**src/rtl/instruction_fetch_unit.sv**
```systemverilog
// Dual-issue instruction fetch stage.
// Holds the PC, requests one aligned 64-bit pair at a time and presents up to two
// instructions to the instruction buffer. Only one memory request is outstanding at a time.
// Optional feature macro: FETCH_PERF_EN adds the perf_fetched / perf_flushes counters.
module instruction_fetch_unit #(
   parameter logic [31:0] RESET_PC = 32'h0000_0000
) (
   input  logic        clk,
   input  logic        rst,
   input  logic        flush,
   input  logic [31:0] redirect_pc,
   input  logic        stall,
   output logic        imem_req,
   output logic [31:0] imem_addr,
   input  logic        imem_ready,
   input  logic        imem_rvalid,
   input  logic [63:0] imem_rdata,
   output logic [31:0] instructionA,
   output logic [31:0] instructionB,
   output logic [31:0] addressA,
   output logic [31:0] addressB,
   output logic        instructionA_valid,
   output logic        instructionB_valid
`ifdef FETCH_PERF_EN
   ,
   output logic [31:0] perf_fetched,
   output logic [15:0] perf_flushes
`endif
);

   typedef enum logic [1:0] {StReq, StWait, StOut, StDrain} state_e;

   state_e      state_q, state_d;
   // PC is word aligned; only bits [31:2] are stored.
   logic [31:2] pc_q, pc_d;
   logic [31:0] instr_a_q, instr_a_d, instr_b_q, instr_b_d;
   logic [31:0] addr_a_q, addr_a_d, addr_b_q, addr_b_d;
   logic        valid_a_q, valid_a_d, valid_b_q, valid_b_d;

   // Redirect byte offset is ignored.
   logic unused_redirect_lsb;
   assign unused_redirect_lsb = ^redirect_pc[1:0];

   // Moore outputs straight from state/registers.
   assign imem_req           = (state_q == StReq);
   assign imem_addr          = {pc_q[31:3], 3'b000};
   assign instructionA       = instr_a_q;
   assign instructionB       = instr_b_q;
   assign addressA           = addr_a_q;
   assign addressB           = addr_b_q;
   assign instructionA_valid = valid_a_q;
   assign instructionB_valid = valid_b_q;

   // State and presentation registers.
   always_ff @(posedge clk) begin
      if (rst) begin
         state_q   <= StReq;
         pc_q      <= RESET_PC[31:2];
         instr_a_q <= '0;
         instr_b_q <= '0;
         addr_a_q  <= '0;
         addr_b_q  <= '0;
         valid_a_q <= 1'b0;
         valid_b_q <= 1'b0;
      end else begin
         state_q   <= state_d;
         pc_q      <= pc_d;
         instr_a_q <= instr_a_d;
         instr_b_q <= instr_b_d;
         addr_a_q  <= addr_a_d;
         addr_b_q  <= addr_b_d;
         valid_a_q <= valid_a_d;
         valid_b_q <= valid_b_d;
      end
   end

   // Next-state: flush dominates stall and response handling.
   always_comb begin
      state_d   = state_q;
      pc_d      = pc_q;
      instr_a_d = instr_a_q;
      instr_b_d = instr_b_q;
      addr_a_d  = addr_a_q;
      addr_b_d  = addr_b_q;
      valid_a_d = valid_a_q;
      valid_b_d = valid_b_q;

      if (flush) begin
         pc_d      = redirect_pc[31:2];
         instr_a_d = '0;
         instr_b_d = '0;
         addr_a_d  = '0;
         addr_b_d  = '0;
         valid_a_d = 1'b0;
         valid_b_d = 1'b0;
         case (state_q)
            // An accepted request still owes a response that must be dropped.
            StReq:           state_d = imem_ready ? StDrain : StReq;
            StWait, StDrain: state_d = imem_rvalid ? StReq : StDrain;
            default:         state_d = StReq;
         endcase
      end else begin
         case (state_q)
            StReq: begin
               if (imem_ready) state_d = StWait;
            end
            StWait: begin
               if (imem_rvalid) begin
                  state_d   = StOut;
                  valid_a_d = 1'b1;
                  addr_a_d  = {pc_q, 2'b00};
                  if (!pc_q[2]) begin
                     instr_a_d = imem_rdata[31:0];
                     instr_b_d = imem_rdata[63:32];
                     addr_b_d  = {pc_q[31:3], 3'b100};
                     valid_b_d = 1'b1;
                  end else begin
                     // Entered mid-pair: only the upper word belongs to the stream.
                     instr_a_d = imem_rdata[63:32];
                     instr_b_d = '0;
                     addr_b_d  = '0;
                     valid_b_d = 1'b0;
                  end
                  pc_d = {pc_q[31:3] + 29'd1, 1'b0};
               end
            end
            StOut: begin
               if (!stall) begin
                  state_d   = StReq;
                  instr_a_d = '0;
                  instr_b_d = '0;
                  addr_a_d  = '0;
                  addr_b_d  = '0;
                  valid_a_d = 1'b0;
                  valid_b_d = 1'b0;
               end
            end
            default: begin
               if (imem_rvalid) state_d = StReq;
            end
         endcase
      end
   end

`ifdef FETCH_PERF_EN
   logic [31:0] perf_fetched_q;
   logic [15:0] perf_flushes_q;

   // Counts instructions handed over and flush cycles; both wrap.
   always_ff @(posedge clk) begin
      if (rst) begin
         perf_fetched_q <= '0;
         perf_flushes_q <= '0;
      end else begin
         if (valid_a_q && !stall) perf_fetched_q <= perf_fetched_q + (valid_b_q ? 32'd2 : 32'd1);
         if (flush) perf_flushes_q <= perf_flushes_q + 16'd1;
      end
   end

   assign perf_fetched = perf_fetched_q;
   assign perf_flushes = perf_flushes_q;
`endif

   // A response may only arrive while one is owed.
   rvalid_owed_a: assert property (@(posedge clk) disable iff (rst)
      imem_rvalid |-> (state_q == StWait || state_q == StDrain));

endmodule

```
**config.mk**
```make
export PLATFORM = sky130hd
export DESIGN_NAME = instruction_fetch_unit
export DESIGN_NICKNAME = d
export VERILOG_FILES = /design/src/rtl/instruction_fetch_unit.sv
export SDC_FILE = /design/constraint.sdc
export NUM_CORES = 1
export LEC_CHECK = 0
export BUFFER_PORTS_ARGS = -buffer_cell sky130_fd_sc_hd__buf_2
export CAP_MARGIN = 20
export CORE_MARGIN = 5
export CORE_UTILIZATION = 50
export DETAILED_ROUTE_END_ITERATION = 8
export GPL_TIMING_DRIVEN = 0
export PLACE_DENSITY = 0.82
export SLEW_MARGIN = 20
export SYNTH_ARGS = -nofsm -noshare
export SYNTH_HDL_FRONTEND = slang
export SYNTH_SLANG_ARGS = --single-unit
```
**constraint.sdc**
```tcl
create_clock -name clk -period 4.2 [get_ports clk]
set_input_delay 0.42 -clock clk [delete_from_list [all_inputs] [get_ports clk]]
set_output_delay 0.42 -clock clk [all_outputs]
set_load 0.03 [all_outputs]
```
# Yosys cells after proc, flatten, opt, wreduce, memory -nomap -nowiden
# Cells that the tools add are included.
# classes
addsub,1
eq_ne,8
n_mux,30
n_reduce_logical,10
# ops
cell,count
$mux W32,8
$pmux W32 S2,4
$mux W30,3
$add A29 B1 Y29 const B,1
$mux W2,7
$ne A3 B3 Y1 const B,2
$pmux W2 S3,1
$reduce_bool A2 Y1,3
$eq A2 B2 Y1 const B,2
$mux W1,4
$ne A2 B2 Y1 const B,2
$pmux W1 S2,2
$pmux W2 S2,1
$reduce_and A4 Y1,1
$reduce_bool A4 Y1,1
$reduce_or A2 Y1,2
$ne A3 B2 Y1 const B,1
$reduce_and A3 Y1,1
$eq A2 B1 Y1 const B,1
$logic_not A2 Y1,1
$reduce_and A2 Y1,1
# totals
register_bits,162
in_bits,102
output_inout_bits,163
wordCells,57

# Depth between registers and ports, before layout
# Gate-level depths: netlist of the first run.
# depth
word_depth,4
depth_mapped,7
mapped_depth_nobuf,5

# Worst setup path before layout of the first run
# OpenSTA, ideal clock, no wires.
# synth_timing
kind,input-to-reg
from,in flush
to,reg addr_a_q[10] (netlist: addressA[10])
setup_ps,128
arrival_ps,1728
t_required_ps,4072
setup_slack_ps,2344
stages,6
n_path_buf,4
path_cell_list,clkbuf_1 or2_2 clkbuf_1 clkbuf_1 buf_1 nor2_1
# synth_between
elab_chain_len,1
# synth_rtl
element,line,source
start: declaration,10,"input logic flush,"
$reduce_or A2 Y1 (no source line),--,
end signal: assignment,70,addr_a_q <= addr_a_d;
end: declaration,37,"logic [31:0] addr_a_q, addr_a_d, addr_b_q, addr_b_d;"
# Every way passes these cells.
# A chain may end at the register's enable or synchronous reset.

# Worst setup path in the final report of the first run
# layout_timing
from,reg state_q[0]
to,reg instr_b_q[22] (netlist: instructionB[22])
# layout_between
elab_chain_len,3
word_cells_on_any_way,7
cone_classes,eq/ne: 4; mux: 1; reduce/logical: 2
# layout_rtl
element,line,source
start: declaration,33,"state_e state_q, state_d;"
start signal: assignment,57,state_q <= StReq;
start signal: assignment,66,state_q <= state_d;
$eq A2 B1 Y1 or $eq A2 B2 Y1 (tied branches),103,case (state_q)
$ne A2 B2 Y1 (no source line) or $reduce_bool A2 Y1 (tied branches),--,
$reduce_and A3 Y1 (no source line),--,
end signal: assignment,69,instr_b_q <= instr_b_d;
end: declaration,36,"logic [31:0] instr_a_q, instr_a_d, instr_b_q, instr_b_d;"
# Parallel ways exist; a longest one is shown, timed or not.

==> results.json, run 1 <==
{
  "outcome": "complete, no violations",
  "post_cts_buffers": 0,
  "core_area_um2": 13200,
  "max_slew_margin_pct": 48.1,
  "grt_start_max_net_pins": 17,
  "rr_endpoint": "instructionB[22]",
  "path_class": "register to register",
  "p_leak_uw": 0.00377,
  "synth_cell_type_count": 55,
  "path_depth": 6,
  "ios": 265,
  "slowest_stage": "clkbuf_1",
  "area_delta_synth_final_pct": 31.5,
  "die_area_um2": 15900,
  "p_total_uw": 3710,
  "cts_tree": "done",
  "drt-vias-per-instance": 5.76,
  "hold_class": "input pin to register",
  "dp.cells": 1254,
  "critPathMaxFanout": 11,
  "r2r_start": "state_q[0]",
  "required_ns": 4.55,
  "cts-resized-gates": 0,
  "reg2reg_depth": 6,
  "ys_async_sr_fraction_pct": 0,
  "min_to": "pc_q[2]",
  "finalSetupTns_ns": 0,
  "tightest_slew_ns": 0.779,
  "syn_area_per_cell_um2": 8.26,
  "route.vias.total": 7415,
  "gp_congestion": 0.934,
  "path_clk_slew_ns": 0.06,
  "die_h_um": 126,
  "synth-warning-count": 0,
  "cts_sinks": 157,
  "grtUsageTotal_pct": 28.5,
  "port_buffers": 254,
  "fmaxAchievable_mhz": 413,
  "power.density_nw_per_um2": 417,
  "fill_cells": 1200,
  "hold_path_startpoint": "redirect_pc[2]",
  "finalSetupViolCount": 0,
  "drive_gt1_share_pct": 30.3,
  "start_kind": "register",
  "finalWirelength_um": 23800,
  "cap_violations": 0,
  "cpLargestDelayFamily": "buffers and inverters",
  "clk_latency_ns": 0.42,
  "drtPass1Iterations": 5,
  "drtIter0Drc": 634,
  "holdBufCountCts": 0,
  "die_w_um": 126,
  "skew_ns": 0.0101,
  "rsz0062_at_grt": "false",
  "grt_overflow": 0,
  "drcViolationCount": 0,
  "ys_seq_elements": 157,
  "ys_seq_area_share_pct": 46.5,
  "vdd_drop_max_mv": 0.289,
  "cp.buffers_inverters": 2,
  "regToRegSetupSlack_ns": 1.78,
  "antenna_found_initial": 2,
  "netlist_instances": 818,
  "wl_per_cell_um": 18.5,
  "netlist_area_um2": 6760,
  "instances_no_fill": 1288,
  "setup_ws_ns": 1.78,
  "whs_path_depth": 3,
  "place_ws_ns": 1.45,
  "clock-root-buffer": "clkbuf_16",
  "hpwl_um": 17700,
  "htreeDepth": 4,
  "synth_ff_type": "dfxtp_1",
  "cpMostUsedCell": "clkbuf_1",
  "nets": 1200,
  "finalMaxSlewViolations": 0,
  "start_util_pct": 51.0,
  "ant_nets": 0,
  "crit_arrival_ns": 2.77,
  "cp-end-kind": "register",
  "postLayoutCellArea_um2": 8890,
  "first_global_vias": 6929,
  "cts_buffer_depth": 2,
  "crit_chain": "nand3b_1 -> o21ai_0 -> clkbuf_1 -> clkbuf_1 -> nand3_1 -> a21oi_1",
  "fin_crit_ns": 2.42,
  "postPlaceCellArea_um2": 8270,
  "grt_pass1_wl_um": 36700,
  "finalHoldViolCount": 0,
  "min_period_over_period_pct": 57.7,
  "cts_inserted_buffers": 17,
  "cpPeakStageDelay_ns": 0.64,
  "placementRows": 42,
  "synth_edf_count": 0
}
## cells by family after synthesis
group | synth area share, %
flops | 46.5
xor+xnor | 1.17
simple gates | 23.4
compound gates | 19.8
buf+inv | 8.90
other cells | 0.0555
fa+ha+maj | 0.185
## cells in the mapped netlist (3+ instances only)
| cell type | instances | area (µm²) |
|---|---|---|
| and3_1 | 8 | 50.1 |
| o211ai_1 | 3 | 22.5 |
| clkbuf_1 | 57 | 214 |
| nor2b_1 | 3 | 18.8 |
| and2_1 | 6 | 37.5 |
| nand3_1 | 73 | 365 |
| and4_1 | 5 | 43.8 |
| a211oi_1 | 9 | 67.6 |
| nor3_1 | 23 | 115 |
| dfxtp_1 | 157 | 3140 |
| nand2_1 | 109 | 409 |
| a22oi_1 | 27 | 203 |
| or3_1 | 5 | 31.3 |
| o31ai_1 | 6 | 45.0 |
| xor2_1 | 5 | 43.8 |
| a32oi_1 | 15 | 131 |
| nand2b_1 | 5 | 31.3 |
| a31oi_1 | 4 | 25.0 |
| buf_4 | 38 | 285 |
| buf_1 | 10 | 37.5 |
| a21oi_1 | 85 | 425 |
| or4_1 | 11 | 82.6 |
| a221oi_1 | 17 | 149 |
| o21ai_0 | 8 | 40.0 |
| xnor2_1 | 4 | 35.0 |
| a311oi_1 | 10 | 87.6 |
| buf_2 | 6 | 30.0 |
| nor2_1 | 69 | 259 |
| nand4_1 | 9 | 56.3 |
## layer usage
layer / vias up / GRT usage, % / routed length [µm]
met5: - / 0 / 7
met4: 2 / 10.9 / 695
met3: 65 / 7.87 / 2190
met2: 392 / 45.0 / 11100
met1: 3498 / 37.3 / 9860
li1: 3458 / - / -
## stage by stage
stage	util [%]	hold slack, ns
after global placement	62.5	0.435
after global routing	67.1	0.249
after floorplan	-	0.478
after detailed placement	62.5	0.440
after CTS	67.1	0.246
final	67.1	0.256
## placed cells by master, fill, tap and decap left out, types with 11 or more instances in the layout
cell type    n
buf_2      260
dfxtp_1    157
nand2_1    109
a21oi_1     85
nand3_1     73
nor2_1      69
clkbuf_1    58
buf_4       38
a22oi_1     27
nor3_1      23
a221oi_1    17
clkbuf_16   17
a32oi_1     15
or4_1       11
## cell type report
cell class                      instances  area [µm²]  area share [%]
Antenna cell                            2        5.00          0.0563
Buffer                                114         594            6.69
Clock buffer                           21         470            5.29
Clock inverter                         11         140            1.58
Inverter                                2        7.51          0.0844
Multi-Input combinational cell        551        3040            34.2
Sequential cell                       157        3140            35.4
Tap cell                              176         220            2.48
Timing Repair Buffer                  254        1270            14.3
## power breakdown
part	switching, µW	total (µW)	internal (µW)
logic	365	535	170
clock network	613	1590	978
registers	52.8	1590	1530
## worst max-delay path by stage
stage / endpoint / from / slack [ns]
3_3_place_gp: instructionA[12] / flush / 1.49
4_1_cts: addressB[22] / state_q[0] / 1.83
6_report: instructionB[22] / state_q[0] / 1.78
3_5_place_dp: instructionA[12] / flush / 1.45
5_1_grt: addressB[18] / state_q[0] / 1.56
2_1_floorplan: addressA[10] / flush / 2.34
## registers in the layout, summed over array words and instances (netlist names)
name / count
pc_q: 30
state_q: 2
addressA: 30
instructionA_valid: 1
addressB: 30
instructionA: 32
instructionB: 32
## tightest hold or removal path: stages
cell,delay (ns)
buf_2,0.09
nand2_1,0.05
a21oi_1,0.06
Power figures use the tool's default switching activity.
==> inputs of run 2 (changes only) <==
--- a/config.mk
+++ b/config.mk
@@ -8,10 +8,10 @@
 export BUFFER_PORTS_ARGS = -buffer_cell sky130_fd_sc_hd__buf_2
 export CAP_MARGIN = 20
 export CORE_MARGIN = 5
-export CORE_UTILIZATION = 50
+export CORE_UTILIZATION = 49
 export DETAILED_ROUTE_END_ITERATION = 8
 export GPL_TIMING_DRIVEN = 0
-export PLACE_DENSITY = 0.82
+export PLACE_DENSITY = 0.8
 export SLEW_MARGIN = 20
 export SYNTH_ARGS = -nofsm -noshare
 export SYNTH_HDL_FRONTEND = slang
==> constraint.sdc (replaced) <==
create_clock -name clk -period 2.3 [get_ports clk]
set_input_delay 0.23 -clock clk [delete_from_list [all_inputs] [get_ports clk]]
set_output_delay 0.23 -clock clk [all_outputs]
set_load 0.03 [all_outputs]
==> run 2 against run 1 <==
Combinational power rose by 84%. Sequential share of layout area fell by 0.16 points. Global-route usage rose by 0.61 points. Wire length rose by 1.7%. Worst setup slack got worse by 1.6 ns. Sequential power rose by 82%. Register-to-register slack got worse by 1.6 ns. Critical path depth rose by 1. Clock skew barely moved. Non-clock buffer count fell by 1. Power rose by 86%. Final cell count rose by 0.16%. Critical endpoint is now pc_q[31].
==> results.json, run 2 (synthesis results as in run 1) <==
{
  "clock-root-buffer": "clkbuf_16",
  "postPlaceCellArea_um2": 8280,
  "finalHoldViolCount": 0,
  "drtIter0Drc": 608,
  "hpwl_um": 17800,
  "layout_common_cells": "260 x buf_2, 157 x dfxtp_1, 109 x nand2_1",
  "final_common_cell": "buf_2",
  "die_h_um": 127,
  "start_kind": "register",
  "route.vias.total": 7467,
  "finalWirelength_um": 24200,
  "ios": 265,
  "tightest_slew_ns": 0.732,
  "fill_cells": 1212,
  "required_ns": 2.59,
  "nets": 1199,
  "post_cts_buffers": 0,
  "start_util_pct": 49.3,
  "hold_path_startpoint": "redirect_pc[2]",
  "cap_violations": 0,
  "min_to": "pc_q[2]",
  "critPathMaxFanout": 10,
  "cts_sinks": 157,
  "top_layer_used": "met5",
  "whs_path_depth": 3,
  "whs_ns": 0.0583,
  "cpMostUsedCell": "nand3_1",
  "rr_endpoint": "pc_q[31]",
  "drcViolationCount": 0,
  "htreeDepth": 4,
  "slowest_stage": "clkbuf_1",
  "fin_crit_ns": 2.16,
  "cpPeakStageDelay_ns": 0.48,
  "skew_ns": 0.0103,
  "outcome": "complete, no violations",
  "first_global_vias": 7090,
  "wl_met3_um": 2480,
  "die_w_um": 127,
  "cts_buffer_depth": 2,
  "cts_tree": "done",
  "path_clk_slew_ns": 0.06,
  "cp.buffers_inverters": 3,
  "ant_nets": 0,
  "cpLargestDelayFamily": "buffers and inverters",
  "max_slew_margin_pct": 51.2,
  "grt_overflow": 0,
  "finalMaxSlewViolations": 0,
  "area_delta_synth_final_pct": 32.1,
  "drtPass1Iterations": 5,
  "die_area_um2": 16200,
  "clk_latency_ns": 0.43,
  "crit_arrival_ns": 2.45,
  "grt_pass1_wl_um": 37300,
  "r2r_start": "state_q[0]",
  "antenna_found_initial": 3,
  "regToRegSetupSlack_ns": 0.14,
  "cp-end-kind": "register",
  "drt-vias-per-instance": 5.79,
  "fmaxAchievable_mhz": 464,
  "p_leak_uw": 0.00383,
  "m1WireLength_um": 9200,
  "setup_ws_ns": 0.143,
  "cts_inserted_buffers": 17,
  "place_ws_ns": -0.320,
  "min_period_over_period_pct": 93.8,
  "gp_congestion": 0.933,
  "hold_class": "input pin to register",
  "p_total_uw": 6890,
  "vdd_drop_max_mv": 0.481,
  "grtUsageTotal_pct": 29.1,
  "grt_start_max_net_pins": 17,
  "postLayoutCellArea_um2": 8930,
  "port_buffers": 254,
  "finalSetupViolCount": 0,
  "power.density_nw_per_um2": 771,
  "reg2reg_depth": 7,
  "core_area_um2": 13700,
  "crit_chain": "and3b_1 -> buf_2 -> buf_4 -> clkbuf_1 -> nand3_1 -> a31oi_1 -> nand3_1",
  "placementRows": 43,
  "wl_per_cell_um": 18.8,
  "path_class": "register to register",
  "drive_gt1_share_pct": 31.7,
  "wl_met2_um": 11800
}
run 2: cell types whose count changed in the layout (fill, tap and decap cells not counted), sizes merged:
cell      before  now
buf          310  306
clkbuf        79   81
clkinv         4    6
bufinv         3    4
clkinvlp       4    1
run 2: metal layers:
layer  vias to the layer above  GRT usage, %
li1                       3462             -
met1                      3502          35.4
met2                       426          46.7
met3                        75          9.41
met4                         2          13.8
met5                         -             0
run 2: report_power, final:
| part | total [µW] | leakage (µW) | internal [µW] | switching (µW) |
|---|---|---|---|---|
| Clock | 3000 | 0.000312 | 1890 | 1110 |
| Sequential | 2900 | 0.00127 | 2800 | 99.8 |
| Combinational | 984 | 0.00224 | 315 | 669 |
run 2: worst max-delay path by stage:
stage | start | end | slack, ns | cells after the start
floorplan | pc_q[10] | pc_q[26] | 0.51 | 6
global placement | flush | instructionA[12] | -0.30 | 6
detailed placement | flush | instructionA[4] | -0.32 | 6
CTS | state_q[0] | addressB[13] | 0.03 | 6
global route | state_q[0] | instructionA[11] | -0.02 | 7
finish | state_q[0] | pc_q[31] | 0.14 | 7
run 2: final cells by class:
| type | instances | area (µm²) | area share (%) |
|---|---|---|---|
| buffer | 113 | 609 | 6.82 |
| clock inverter | 11 | 165 | 1.85 |
| inverter | 2 | 7.51 | 0.0841 |
| sequential | 157 | 3140 | 35.2 |
| antenna | 2 | 5.00 | 0.0560 |
| timing repair buffer | 254 | 1270 | 14.2 |
| clock buffer | 20 | 467 | 5.23 |
| tap | 180 | 225 | 2.52 |
| multi-input combinational | 551 | 3040 | 34.0 |
run 2: tightest hold or removal path, stage by stage:
cell     delay [ns]
buf_2          0.10
nand2_1        0.05
a21oi_1        0.05
run 2: per-stage QoR:
stage | instances | setup TNS [ns] | utilization, %
global route | 1290 | -0.0161 | 65.1
finish | 1290 | 0 | 65.1
global placement | 1258 | -10.63 | 60.3
floorplan | 824 | 0 | -
CTS | 1289 | 0 | 65.0
detailed placement | 1258 | -11.80 | 60.3
run 2: what timing repair did:
| action | in CTS | in global routing |
|---|---|---|
| gates resized for setup | 0 | 26 |
| setup endpoints to repair | 0 | 97 |
| hold buffers | 0 | 0 |
